File: config.mk
export PLATFORM = sky130hd
export DESIGN_NAME = pd_gen_switch_ctrl
export DESIGN_NICKNAME = d
export VERILOG_FILES = /design/src/rtl/pd_gen_switch_ctrl.sv
export SDC_FILE = /design/constraint.sdc
export NUM_CORES = 1
export LEC_CHECK = 0
export BUFFER_PORTS_ARGS = -buffer_cell sky130_fd_sc_hd__buf_2
export CORE_MARGIN = 10
export CORE_UTILIZATION = 50
export DETAILED_ROUTE_END_ITERATION = 16
export HOLD_SLACK_MARGIN = 0.12
export PLACE_DENSITY = 0.69
export SLEW_MARGIN = 20
export SYNTH_ARGS = -nofsm -noshare
export SYNTH_HDL_FRONTEND = slang
export SYNTH_SLANG_ARGS = --single-unit
File: constraint.sdc
create_clock -name clk -period 3.8 [get_ports clk]
set_input_delay 0.76 -clock clk [delete_from_list [all_inputs] [get_ports clk]]
set_output_delay 0.76 -clock clk [all_outputs]
set_load 0.01 [all_outputs]
File: src/rtl/pd_gen_switch_ctrl.sv
// Gen-change sequencer for the packet identifier path: holds the identifier,
// waits for the pipeline to drain, updates the gen code, settles, then releases.
module pd_gen_switch_ctrl #(
    parameter int unsigned DRAIN_CYCLES  = 4,
    parameter int unsigned SETTLE_CYCLES = 2,
    parameter int unsigned BUSY_TIMEOUT  = 64,
    parameter logic [2:0]  MAX_GEN       = 3'd4
) (
    input  logic       clk,
    input  logic       rst,
    input  logic       req_valid,
    input  logic [2:0] req_gen,
    output logic       req_ready,
    input  logic       pipe_busy,
    output logic [2:0] gen,
    output logic       hld_pd_gen,
    output logic       change_done,
    output logic       change_err
);

    // Zero-valued parameters still need a 1-bit counter to stay legal.
    localparam int unsigned DRAIN_MAX  = (DRAIN_CYCLES  > 0) ? DRAIN_CYCLES  : 1;
    localparam int unsigned SETTLE_MAX = (SETTLE_CYCLES > 0) ? SETTLE_CYCLES : 1;
    localparam int unsigned BUSY_MAX   = (BUSY_TIMEOUT  > 0) ? BUSY_TIMEOUT  : 1;

    localparam int unsigned DW = $clog2(DRAIN_MAX + 1);
    localparam int unsigned SW = $clog2(SETTLE_MAX + 1);
    localparam int unsigned BW = $clog2(BUSY_MAX + 1);

    localparam logic [DW-1:0] DRAIN_LAST  = DW'(DRAIN_MAX - 1);
    localparam logic [SW-1:0] SETTLE_LAST = SW'(SETTLE_MAX - 1);
    localparam logic [BW-1:0] BUSY_LAST   = BW'(BUSY_MAX - 1);

    typedef enum logic [2:0] {
        S_IDLE,
        S_HOLD,
        S_DRAIN,
        S_SWITCH,
        S_SETTLE
    } state_t;

    state_t        r_state;
    logic [2:0]    r_gen;
    logic [2:0]    r_pending;
    logic          r_hld;
    logic          r_ready;
    logic          r_done;
    logic          r_err;
    logic [BW-1:0] r_busy_cnt;
    logic [DW-1:0] r_drain_cnt;
    logic [SW-1:0] r_settle_cnt;

    always_ff @(posedge clk or posedge rst) begin
        if (rst) begin
            r_state      <= S_IDLE;
            r_gen        <= '0;
            r_pending    <= '0;
            r_hld        <= 1'b0;
            r_ready      <= 1'b1;
            r_done       <= 1'b0;
            r_err        <= 1'b0;
            r_busy_cnt   <= '0;
            r_drain_cnt  <= '0;
            r_settle_cnt <= '0;
        end else begin
            r_done <= 1'b0;
            r_err  <= 1'b0;
            case (r_state)
                S_IDLE: begin
                    if (req_valid) begin
                        if (req_gen > MAX_GEN) begin
                            r_err <= 1'b1;
                        end else if (req_gen == r_gen) begin
                            r_done <= 1'b1;
                        end else begin
                            r_pending    <= req_gen;
                            r_busy_cnt   <= '0;
                            r_drain_cnt  <= '0;
                            r_settle_cnt <= '0;
                            r_state      <= S_HOLD;
                            r_hld        <= 1'b1;
                            r_ready      <= 1'b0;
                        end
                    end
                end

                S_HOLD: begin
                    if (pipe_busy) begin
                        if (r_busy_cnt == BUSY_LAST) begin
                            r_state    <= S_IDLE;
                            r_hld      <= 1'b0;
                            r_ready    <= 1'b1;
                            r_err      <= 1'b1;
                            r_busy_cnt <= '0;
                        end else begin
                            r_busy_cnt <= r_busy_cnt + 1'b1;
                        end
                    end else if (DRAIN_CYCLES == 0) begin
                        r_state <= S_SWITCH;
                    end else begin
                        r_state     <= S_DRAIN;
                        r_drain_cnt <= '0;
                    end
                end

                // Busy count is kept across a DRAIN->HOLD bounce so the timeout
                // covers the whole change, not just the latest busy burst.
                S_DRAIN: begin
                    if (pipe_busy) begin
                        r_state     <= S_HOLD;
                        r_drain_cnt <= '0;
                    end else if (r_drain_cnt == DRAIN_LAST) begin
                        r_state <= S_SWITCH;
                    end else begin
                        r_drain_cnt <= r_drain_cnt + 1'b1;
                    end
                end

                S_SWITCH: begin
                    r_gen <= r_pending;
                    if (SETTLE_CYCLES == 0) begin
                        r_state <= S_IDLE;
                        r_hld   <= 1'b0;
                        r_ready <= 1'b1;
                        r_done  <= 1'b1;
                    end else begin
                        r_state      <= S_SETTLE;
                        r_settle_cnt <= '0;
                    end
                end

                S_SETTLE: begin
                    if (r_settle_cnt == SETTLE_LAST) begin
                        r_state <= S_IDLE;
                        r_hld   <= 1'b0;
                        r_ready <= 1'b1;
                        r_done  <= 1'b1;
                    end else begin
                        r_settle_cnt <= r_settle_cnt + 1'b1;
                    end
                end

                default: begin
                    r_state <= S_IDLE;
                    r_hld   <= 1'b0;
                    r_ready <= 1'b1;
                end
            endcase
        end
    end

    assign gen         = r_gen;
    assign hld_pd_gen  = r_hld;
    assign req_ready   = r_ready;
    assign change_done = r_done;
    assign change_err  = r_err;

endmodule
# == Word level (Yosys, flattened, before mapping) ==
# Index checks and enable logic that the tools add are counted.
# totals
input_bits,7
out_inout_bits,7
reg_bits,25
# op_classes
muxes,51
bitwise,3
add_sub_neg,3
order_cmp,1
n_reduce_logical,11
n_eq_ne,19
# ops
cell,n
$mux W3,14
$mux W7,5
$mux W1,20
$ne A2 B2 Y1 const B,8
$pmux W3 S5,1
$pmux W7 S2,1
$reduce_and A6 Y1,2
$reduce_and A5 Y1,2
$eq A3 B2 Y1 const B,3
$ne A3 B3 Y1 const B,3
$pmux W3 S3,1
$mux W2,4
$pmux W1 S4,2
$add A7 B1 Y7 const B,1
$eq A7 B6 Y1 const B,1
$reduce_and A7 Y1,1
$pmux W2 S3,1
$reduce_bool A3 Y1,2
$pmux W1 S2,2
$reduce_and A4 Y1,1
$add A3 B1 Y3 const B,1
$eq A3 B1 Y1 const B,1
$eq A3 B3 Y1,1
$eq A3 B3 Y1 const B,1
other kinds (7),9

# == Logic depth before layout (Yosys ltp) ==
# Gate-level depths: netlist of run 1.
# logic_depth
ltp_word,5
depth_mapped,6
ltp_nobuf,6

# == Least setup slack after synthesis of run 1 ==
# OpenSTA, ideal clock, no wires.
# synth_path
kind,in2reg
startpoint,in req_gen[0]
endpoint,reg r_busy_cnt[1]
arrival_ns,1.882
path_stages,4
required_time_ns,3.675
setup_slack_ns,1.793
path_cell_list,o21a_1 -> a311o_4 -> o21ai_4 -> mux2_4
# synth_between
elab_chain_cells,3
word_cells_on_any_way,5
classes_between,1 x order compare; 3 x eq/ne; 1 x reduce/logical
# synth_rtl
item,line,source
start: declaration,12,"input logic [2:0] req_gen,"
$gt A3 B3 Y1 / $eq A3 B3 Y1 (equally long branches),"71, 73",
$ne A2 B2 Y1 (no line),--,
$reduce_and A5 Y1 (no line) *,--,
end signal: assignment,96,r_busy_cnt <= r_busy_cnt + 1'b1;
end: declaration,49,logic [BW-1:0] r_busy_cnt;
# Every way passes the cells marked *; elsewhere a longest branch is shown, timed or not.
# A chain may end at the register's enable or synchronous reset.

# == Final worst setup path of run 1 ==
# Same ends and word-level chain as after synthesis.

==> metrics.cfg, run 1 <==
[die]
fp.dieH_um = 72.2
start_util = 0.535
die_area_um2 = 5210
die_w_um = 72.2
fp.coreArea_um2 = 2540
top_level_ports = 14
row_count = 18

[synthesis]
ys_seq_elements = 25
syn_inst = 135
yosys_warnings = 0
syn-cell-area_um2 = 1360
async_reset_ff_frac = 1.00
synth_flop_cell = dfrtp_1
synth_cell_types = 42
synth_edf_count = 0
avgSynthCellArea_um2 = 10.1
synth_nets = 146
yosysSeqAreaShare = 0.460

[clocking]
cts.htree.levels = 1
clk-insertion-delay-late_ns = 0.31
clock_sinks = 25
postCtsSetupBuffers = 0
postCtsHoldBufs = 0
cts.clk_slew.worst_paths_ns = 0.14
postCtsResizedCells = 0
cts_buffers = 3
cts_tree = done
cts_buffer_depth = 2
clockRootBuffer = clkbuf_4

[sta]
rsz0062_at_grt = no
finalMaxSlewViolations = 0
slew_headroom = 0.379
max_freq_mhz = 529
setup_violations = 0
tns_ns = 0
tightestPinTransition_ns = 0.930
fin_crit_sh = 0.498
hold_viol = 0
fin_skew_ns = 0.00651
fin_crit_ns = 1.89

[finish]
ff_latch_area_um2 = 627
area_delta_synth_final_pct = 8.08
multi_input_area_um2 = 678
drive_gt1_frac = 0.211
fin_util = 0.579
nets = 159
nFillCells = 218
diodes = 0

[power]
power.leakage_nw = 0.648
power_density_nw_per_um2 = 718
irDropWorstVdd_v = 0.000527

[setup_path]
reg2reg_from = r_busy_cnt[0]
cp_slowest_stage_delay_ns = 0.45
arrival_ns = 2.11
cpMaxStageDelayCell = a311o_4
cp.required_ns = 4.02
r2r_cells = 5
r2r_slack_ns = 1.95
cp-start-kind = input port
crit_chain = buf_2 > o21a_1 > a311o_4 > o21ai_4 > mux2_4
critPathKind = input port to register
cp_max_fo = 8
startpoint = req_gen[0]
cp-end-kind = register

[detailed_routing]
ant_nets = 0
wire_per_inst_um = 15.3
viasPerCell = 5.96
first_iter_violations = 63
wirelength_um = 2710
dr.pass1.iters = 4
num_vias = 1055
post-route-drc-count = 0

[global_routing]
grt_pass1_vias = 1015
grt_start_max_net_pins = 26
grt_pass1_wl_um = 4580
grt_overflow_total = 0
antenna_found_initial = 0
grt_usage = 0.104

[placed_design]
dp_hpwl_um = 2020
gp_congestion = 0.875
io_buffers = 13

[worst_hold_path]
hold_start = r_drain_cnt[0]
min_path_cells = 1
hold_class = register to register

[run]
max-cap-violations = 0

[status]
status = finished, final reports clean

==> routing by layer <==
metal	up-vias	track usage	wire length, um
met2	26	0.157	1340
li1	516	-	-
met5	-	0	0
met4	0	0.0387	22
met1	509	0.141	1240
met3	4	0.0218	116
==> report_power, final <==
group / switching [W] / internal [W]
registers: 0.000123 / 0.000365
clock network: 0.0000787 / 0.0000393
logic: 0.000237 / 0.000214
total: 0.000439 / 0.000618
==> cell usage after synthesis (3+ instances only) <==
master    count  area share
o21ai_0       8       0.029
o211ai_1      4       0.022
xnor2_1       3       0.019
nor3_1        5       0.018
mux2_2        6       0.050
ha_1          4       0.037
nor2b_1       6       0.028
nand3_1       5       0.018
clkbuf_1      4       0.011
inv_1        10       0.028
nor2_1        5       0.014
dfrtp_1      24        0.44
nand2_1      12       0.033
a21oi_1       5       0.018
==> state kept, by name (all words and copies together) (netlist names) <==
name / cells
hld_pd_gen: 1
change_done: 1
r_drain_cnt: 3
gen: 3
change_err: 1
r_settle_cnt: 2
r_pending: 3
r_busy_cnt: 7
req_ready: 1
r_state: 3
==> cell families after synthesis <==
| group | synth area share |
|---|---|
| compound gates | 0.210 |
| buf+inv | 0.0422 |
| xor+xnor | 0.0193 |
| mux | 0.0606 |
| simple gates | 0.171 |
| fa+ha+maj | 0.0367 |
| flops | 0.460 |
==> stage by stage <==
step           instances  cell area [um2]  setup WS [ns]  power, W  hold slack [ns]
2_1_floorplan        135             1360           1.79  0.000829            0.447
3_3_place_gp         173             1450           1.60  0.000925            0.460
3_5_place_dp         173             1450           1.57  0.000949            0.483
4_1_cts              177             1470           1.92   0.00107            0.501
5_1_grt              177             1470           1.87   0.00114            0.522
6_report             177             1470           1.91   0.00106            0.503
==> area by class of cell <==
type / count / share of cell area
Multi-Input combinational cell: 95 / 0.460
Timing Repair Buffer: 13 / 0.0442
Tap cell: 30 / 0.0255
Clock inverter: 1 / 0.00340
Inverter: 10 / 0.0255
Clock buffer: 3 / 0.0153
Sequential cell: 25 / 0.426
==> worst paths after layout <==
check                             endpoint
setup / recovery             r_busy_cnt[1]
hold / removal              r_drain_cnt[0]
setup reg to reg             r_busy_cnt[1]
hold reg to reg             r_drain_cnt[0]
max in group asynchronous  r_settle_cnt[1]
min in group asynchronous    r_busy_cnt[3]
==> cells in the final DEF, fill, tap and decap left out, drive strengths merged, types with 2 or more instances in the layout <==
master,instances
o21ai,9
o31ai,2
nor3,5
nand2,12
dfrtp,24
o41ai,2
inv,10
clkbuf,3
mux2,7
or3,2
nand3,6
nor2b,6
buf,13
o22ai,2
a21oi,5
nor2,6
o21a,2
xnor2,3
a31oi,2
ha,4
o211ai,4
==> worst max-delay path, delay by kind of cell <==
kind                   cells  cell delay [ns]
muxes                      1             0.32
buffers and inverters      1             0.12
AOI/OAI and AO/OA          3             0.91
No activity file was read; power rests on OpenSTA's default activity.
==> run 2: changes to the inputs <==
--- a/config.mk
+++ b/config.mk
@@ -10,7 +10,7 @@
 export CORE_UTILIZATION = 50
 export DETAILED_ROUTE_END_ITERATION = 16
 export HOLD_SLACK_MARGIN = 0.12
-export PLACE_DENSITY = 0.69
+export PLACE_DENSITY = 0.72
 export SLEW_MARGIN = 20
 export SYNTH_ARGS = -nofsm -noshare
 export SYNTH_HDL_FRONTEND = slang
==> constraint.sdc (replaced) <==
create_clock -name clk -period 1.7 [get_ports clk]
set_input_delay 0.34 -clock clk [delete_from_list [all_inputs] [get_ports clk]]
set_output_delay 0.34 -clock clk [all_outputs]
set_load 0.01 [all_outputs]
==> run 2 against run 1 <==
  * Critical path depth fell by 1
  * Routed wire length increased by 11%
  * Combinational power rose to 2.9 times the previous value
  * Global-route usage up 1.1 points
  * Final cell count rose by 9.0%
  * Largest cell class unchanged
  * Die area is the same
  * Clock power up 130%
  * Worst setup slack got worse by 1.9 ns
  * Register-to-register slack worse by 1.9 ns
  * Critical endpoint is now r_pending[0]
  * Sequential share of layout area decreased by 4.0 points
==> metrics.cfg, run 2 (synthesized netlist as in run 1, its figures left out) <==
[global_routing]
grt_pass1_wl_um = 5040  ; was 4580 um
antenna_found_initial = 0  ; unchanged
grt_pass1_vias = 1141  ; was 1015
grt_usage = 0.115  ; was 0.104
grt_start_max_net_pins = 25  ; was 26
grt_overflow_total = 0  ; unchanged

[power]
power.leakage_nw = 0.734  ; was 0.648 nW
irDropWorstVdd_v = 0.00106  ; was 0.000527 V
p_sw_frac = 0.409  ; was 0.415
seq_power_share = 0.386  ; was 0.462
pwr-share-clk = 0.105  ; was 0.112
cellInternalPower_w = 0.00152  ; was 0.000618 W
p_switching_w = 0.00105  ; was 0.000439 W
comb_power_share = 0.509  ; was 0.426
power_density_nw_per_um2 = 1580  ; was 718 nW/um2

[placed_design]
post-place-ws_ns = -0.0437  ; was 1.57 ns
gp_congestion = 0.857  ; was 0.875
dp_cells = 188  ; was 173
dp_hpwl_um = 2300  ; was 2020 um
io_buffers = 13  ; unchanged

[clocking]
cts.clk_slew.worst_paths_ns = 0.15  ; was 0.14 ns
cts_tree = done  ; unchanged
cts_buffer_depth = 2  ; unchanged
clk-insertion-delay-late_ns = 0.32  ; was 0.31 ns
clockRootBuffer = clkbuf_4  ; unchanged
cts_buffers = 3  ; unchanged
cts.htree.levels = 1  ; unchanged
clock_sinks = 25  ; unchanged

[finish]
drive_gt1_frac = 0.313  ; was 0.211
final_common_cell = dfrtp_1  ; unchanged
area_delta_synth_final_pct = 19.3  ; was 8.08%
stdcell_count = 193  ; was 177
nets = 175  ; was 159
diodes = 0  ; unchanged
largest_reg_flops = 7  ; unchanged
final_cell_mix = 24 x dfrtp_1, 15 x buf_4, 13 x buf_2, 12 x nand2_1, 10 x inv_1  ; was 24 x dfrtp_1, 13 x buf_2, 12 x nand2_1, 10 x inv_1, 8 x o21ai_0
registers.top_by_ff_count = r_busy_cnt  ; unchanged

[sta]
finalMaxSlewViolations = 0  ; unchanged
tns_ns = 0  ; unchanged
fin_skew_ns = 0.0142  ; was 0.00651 ns
slew_headroom = 0.705  ; was 0.379
max_freq_mhz = 599
fin_crit_sh = 0.982
rsz0062_at_grt = yes  ; was no
hold_viol = 0  ; unchanged
fin_crit_ns = 1.67
layout_setup_ws_ns = 0.0312  ; was 1.91 ns
holdWs_ns = 0.302  ; was 0.503 ns
setup_violations = 0  ; unchanged
tightestPinTransition_ns = 0.439  ; was 0.930 ns

[run]
max-cap-violations = 0  ; unchanged

[detailed_routing]
viasPerCell = 5.86  ; was 5.96
num_vias = 1131  ; was 1055
wirelength_um = 3010  ; was 2710 um
dr.pass1.iters = 5  ; was 4
first_iter_violations = 92  ; was 63
ant_nets = 0  ; unchanged
wire_per_inst_um = 15.6  ; was 15.3 um
post-route-drc-count = 0  ; unchanged

[setup_path]
r2r-end = r_pending[0]  ; was r_busy_cnt[1]
startpoint = gen[1]  ; was req_gen[0]
cp-start-kind = register  ; was input port
critPathKind = register to register  ; was input port to register
r2r_slack_ns = 0.03  ; was 1.95 ns
cp-end-kind = register  ; unchanged
critPathCapture = r_pending[0]  ; was r_busy_cnt[1]
cp_max_fo = 8  ; unchanged
reg2reg_from = gen[1]  ; was r_busy_cnt[0]
cp.required_ns = 1.93  ; was 4.02 ns
cp_slowest_stage_delay_ns = 0.49  ; was 0.45 ns
crit_chain = xnor2_2 > a311o_4 > nor2_4 > mux2_2  ; was buf_2 > o21a_1 > a311o_4 > o21ai_4 > mux2_4
r2r_cells = 4  ; was 5
cpMaxStageDelayCell = a311o_4  ; unchanged
arrival_ns = 1.89  ; was 2.11 ns

[die]
die_area_um2 = 5210  ; unchanged
top_level_ports = 14  ; unchanged
start_util = 0.535  ; unchanged
fp.coreArea_um2 = 2540  ; unchanged
fp.dieH_um = 72.2  ; unchanged
row_count = 18  ; unchanged
die_w_um = 72.2  ; unchanged

[status]
status = finished, final reports clean  ; unchanged

[worst_hold_path]
hold_class = input port to register  ; was register to register

run 2: per-stage QoR:
step	cell area, um2	util	total power (W)
final	1630	0.639	0.00258
after global routing	1630	0.639	0.00278
after CTS	1600	0.630	0.00255
after detailed placement	1560	0.612	0.00228
after global placement	1560	0.612	0.00222
after floorplan	1360	-	0.00185
run 2: area by class of cell:
cell class	count	area, um2
Fill cell	220	920
Tap cell	30	37.5
Sequential cell	25	627
Multi-Input combinational cell	95	706
Clock inverter	1	7.51
Inverter	10	37.5
Clock buffer	3	22.5
Timing Repair Buffer	29	188
run 2: per-layer routing:
metal	vias up	share of wire	global-route usage	wire length, um
li1	549	-	-	-
met1	561	0.44	0.141	1340
met2	17	0.51	0.199	1530
met3	4	0.040	0.0231	122
met4	0	0.0086	0.0301	26
met5	-	0	0	0
run 2: worst min path at each step:
stage	to	from	cells past startpoint	slack [ns]
after floorplan	change_done	rst	1	0.37
after global placement	gen[1]	rst	2	0.18
after detailed placement	gen[1]	rst	2	0.18
after CTS	r_pending[1]	req_gen[1]	2	0.30
after global routing	r_pending[2]	req_gen[2]	2	0.31
final	r_pending[2]	req_gen[2]	2	0.30
run 2: worst max-delay path, delay by kind of cell, from the launching register on:
kind	cells	cell delay, ns
AOI/OAI and AO/OA	1	0.49
xor gates and xnor gates	1	0.16
DFF	1	0.44
muxes	1	0.35
and+or+nand+nor	1	0.13
run 2: power groups by stage:
stage / combinational (W) / sequential (W) / clock, W
final: 0.00131 / 0.000994 / 0.000272
after floorplan: 0.000840 / 0.00101 / 0
after global placement: 0.00122 / 0.000994 / 0
after detailed placement: 0.00128 / 0.00100 / 0
after global routing: 0.00146 / 0.00103 / 0.000296
after CTS: 0.00128 / 0.000990 / 0.000281
run 2: timing repair:
action,in CTS,in global routing
pin swaps,0,5
setup buffers,0,0
resized for setup,1,4
endpoints found under the setup margin,1,10
hold buffers,1,0
hold endpoints to repair,24,0
==> run 3: changes to the inputs <==
--- a/config.mk
+++ b/config.mk
@@ -10,7 +10,7 @@
 export CORE_UTILIZATION = 50
 export DETAILED_ROUTE_END_ITERATION = 16
 export HOLD_SLACK_MARGIN = 0.12
-export PLACE_DENSITY = 0.72
+export PLACE_DENSITY = 0.69
 export SLEW_MARGIN = 20
 export SYNTH_ARGS = -nofsm -noshare
 export SYNTH_HDL_FRONTEND = slang
==> constraint.sdc (replaced) <==
create_clock -name clk -period 1.95 [get_ports clk]
set_input_delay 0.39 -clock clk [delete_from_list [all_inputs] [get_ports clk]]
set_output_delay 0.39 -clock clk [all_outputs]
set_load 0.01 [all_outputs]
==> run 3 against run 2 <==
  * Clock power is 11% lower
  * Critical path type unchanged
  * Register-to-register slack improved by 0.08 ns
  * Worst setup slack better by 0.079 ns
  * First-iteration DRC count is 29% lower
  * Worst hold slack better by 0.043 ns
==> metrics.cfg, run 3 (synthesized netlist as in run 1, its figures left out) <==
[global_routing]
grt_usage = 0.104  ; was 0.115
grt_pass1_wl_um = 4590  ; was 5040 um
grt_pass1_vias = 1046  ; was 1141
grt_start_max_net_pins = 17  ; was 25
antenna_found_initial = 0  ; unchanged
grt_overflow_total = 0  ; unchanged

[worst_hold_path]
min_path_cells = 2  ; unchanged
hold_class = input port to register  ; unchanged

[detailed_routing]
wire_per_inst_um = 14.5  ; was 15.6 um
first_iter_violations = 65  ; was 92
viasPerCell = 5.69  ; was 5.86
ant_nets = 0  ; unchanged
dr.pass1.iters = 4  ; was 5
num_vias = 1042  ; was 1131
wirelength_um = 2660  ; was 3010 um
post-route-drc-count = 0  ; unchanged

[sta]
tns_ns = 0  ; unchanged
tightestPinTransition_ns = 0.501  ; was 0.439 ns
rsz0062_at_grt = no  ; was yes
fin_crit_ns = 1.84  ; was 1.67 ns
max_freq_mhz = 544  ; was 599 MHz
layout_setup_ws_ns = 0.111  ; was 0.0312 ns
hold_viol = 0  ; unchanged
fin_crit_sh = 0.943  ; was 0.982
fin_skew_ns = 0.00652  ; was 0.0142 ns
finalMaxSlewViolations = 0  ; unchanged
setup_violations = 0  ; unchanged
slew_headroom = 0.665  ; was 0.705
holdWs_ns = 0.345  ; was 0.302 ns

[power]
power_density_nw_per_um2 = 1400  ; was 1580 nW/um2
power.leakage_nw = 0.674  ; was 0.734 nW
irDropWorstVdd_v = 0.000955  ; was 0.00106 V

[clocking]
cts_tree = done  ; unchanged
cts.clk_slew.worst_paths_ns = 0.15  ; about the same
cts.htree.levels = 1  ; unchanged
clockRootBuffer = clkbuf_4  ; unchanged
cts_buffers = 3  ; unchanged
clock_sinks = 25  ; unchanged
cts_buffer_depth = 2  ; unchanged
postCtsSetupBuffers = 0  ; unchanged
clk-insertion-delay-late_ns = 0.32  ; about the same

[finish]
registers.top_by_ff_count = r_busy_cnt  ; unchanged
final_cell_mix = 24 x dfrtp_1, 13 x buf_2, 12 x nand2_1, 10 x inv_1, 8 x o21ai_0  ; was 24 x dfrtp_1, 15 x buf_4, 13 x buf_2, 12 x nand2_1, 10 x inv_1
final_common_cell = dfrtp_1  ; unchanged
stdcell_area_um2 = 1520  ; was 1630 um2
drive_gt1_frac = 0.235  ; was 0.313
diodes = 0  ; unchanged
nets = 165  ; was 175
area_delta_synth_final_pct = 11.8  ; was 19.3%
largest_reg_flops = 7  ; unchanged
stdcell_count = 183  ; was 193

[run]
max-cap-violations = 0  ; unchanged

[placed_design]
gp_congestion = 0.890  ; was 0.857
io_buffers = 13  ; unchanged
dpl-instance-area_um2 = 1480  ; was 1560 um2
dp_hpwl_um = 2070  ; was 2300 um
post-place-ws_ns = 0.131  ; was -0.0437 ns
dp_cells = 178  ; was 188

[setup_path]
cpMaxStageDelayCell = or3_1  ; was a311o_4
cp-end-kind = register  ; unchanged
crit_chain = ha_1 > nand3_2 > or3_1 > and3_1 > mux2_4  ; was xnor2_2 > a311o_4 > nor2_4 > mux2_2
cp-start-kind = register  ; unchanged
cp_slowest_stage_delay_ns = 0.50  ; was 0.49 ns
arrival_ns = 2.06  ; was 1.89 ns
critPathKind = register to register  ; unchanged
cp_max_fo = 7  ; was 8
cp_top_family = simple AND/OR/NAND/NOR gates  ; was compound AO/OA/AOI/OAI gates
cp.required_ns = 2.17  ; was 1.93 ns
path_buf_inv = 0  ; unchanged
cp.depth = 5  ; was 4
r2r_cells = 5  ; was 4

[die]
row_count = 18  ; unchanged
die_w_um = 72.2  ; unchanged
fp.coreArea_um2 = 2540  ; unchanged
die_area_um2 = 5210  ; unchanged
start_util = 0.535  ; unchanged
fp.dieH_um = 72.2  ; unchanged
top_level_ports = 14  ; unchanged

[status]
status = finished, final reports clean  ; unchanged

==> run 3: changes by cell type in the layout (fill, tap and decap cells not counted), sizes merged <==
| cell | before | now |
|---|---|---|
| buf | 28 | 18 |
==> run 3: where the power goes <==
| group | total (W) | switching [W] | internal (W) |
|---|---|---|---|
| combinational | 0.00102 | 0.000554 | 0.000468 |
| sequential | 0.000864 | 0.000151 | 0.000712 |
| clock | 0.000242 | 0.000163 | 0.0000783 |
==> run 3: worst paths after layout <==
| kind | slack (ns) | start | to |
|---|---|---|---|
| worst max-delay path | 0.11 | r_busy_cnt[0] | r_busy_cnt[1] |
| worst min-delay path | 0.35 | req_gen[2] | r_pending[2] |
| worst max register to register | 0.11 | r_busy_cnt[0] | r_busy_cnt[1] |
| worst min register to register | 0.49 | r_drain_cnt[0] | r_drain_cnt[0] |
| max in group asynchronous | 0.78 | rst | r_drain_cnt[1] |
| min in group asynchronous | 0.61 | rst | r_pending[0] |
==> run 3: metrics by stage <==
step | utilization | total power (W)
floorplan | - | 0.00162
global placement | 0.583 | 0.00187
detailed placement | 0.583 | 0.00190
CTS | 0.598 | 0.00214
global route | 0.598 | 0.00231
finish | 0.598 | 0.00213
==> run 3: layout make-up <==
type	count	area, um2
clock inverter	1	7.51
clock buffer	3	22.5
fill	233	1020
timing repair buffer	19	113
multi-input combinational	95	678
tap	30	37.5
sequential	25	627
inverter	10	37.5
==> run 3: timing repair <==
action / 4_1_cts / 5_1_grt
gates resized for setup: 0 / 0
hold endpoints to repair: 12 / 0
hold buffers: 1 / 0
==> run 3: per-layer routing <==
layer / vias to the layer above / wire length [um] / share of wire / global-route usage
met5: - / 0 / 0 / 0
met4: 0 / 12 / 0.0045 / 0.0387
met3: 2 / 97 / 0.036 / 0.0231
met2: 9 / 1310 / 0.49 / 0.178
met1: 501 / 1240 / 0.46 / 0.125
li1: 530 / - / - / -
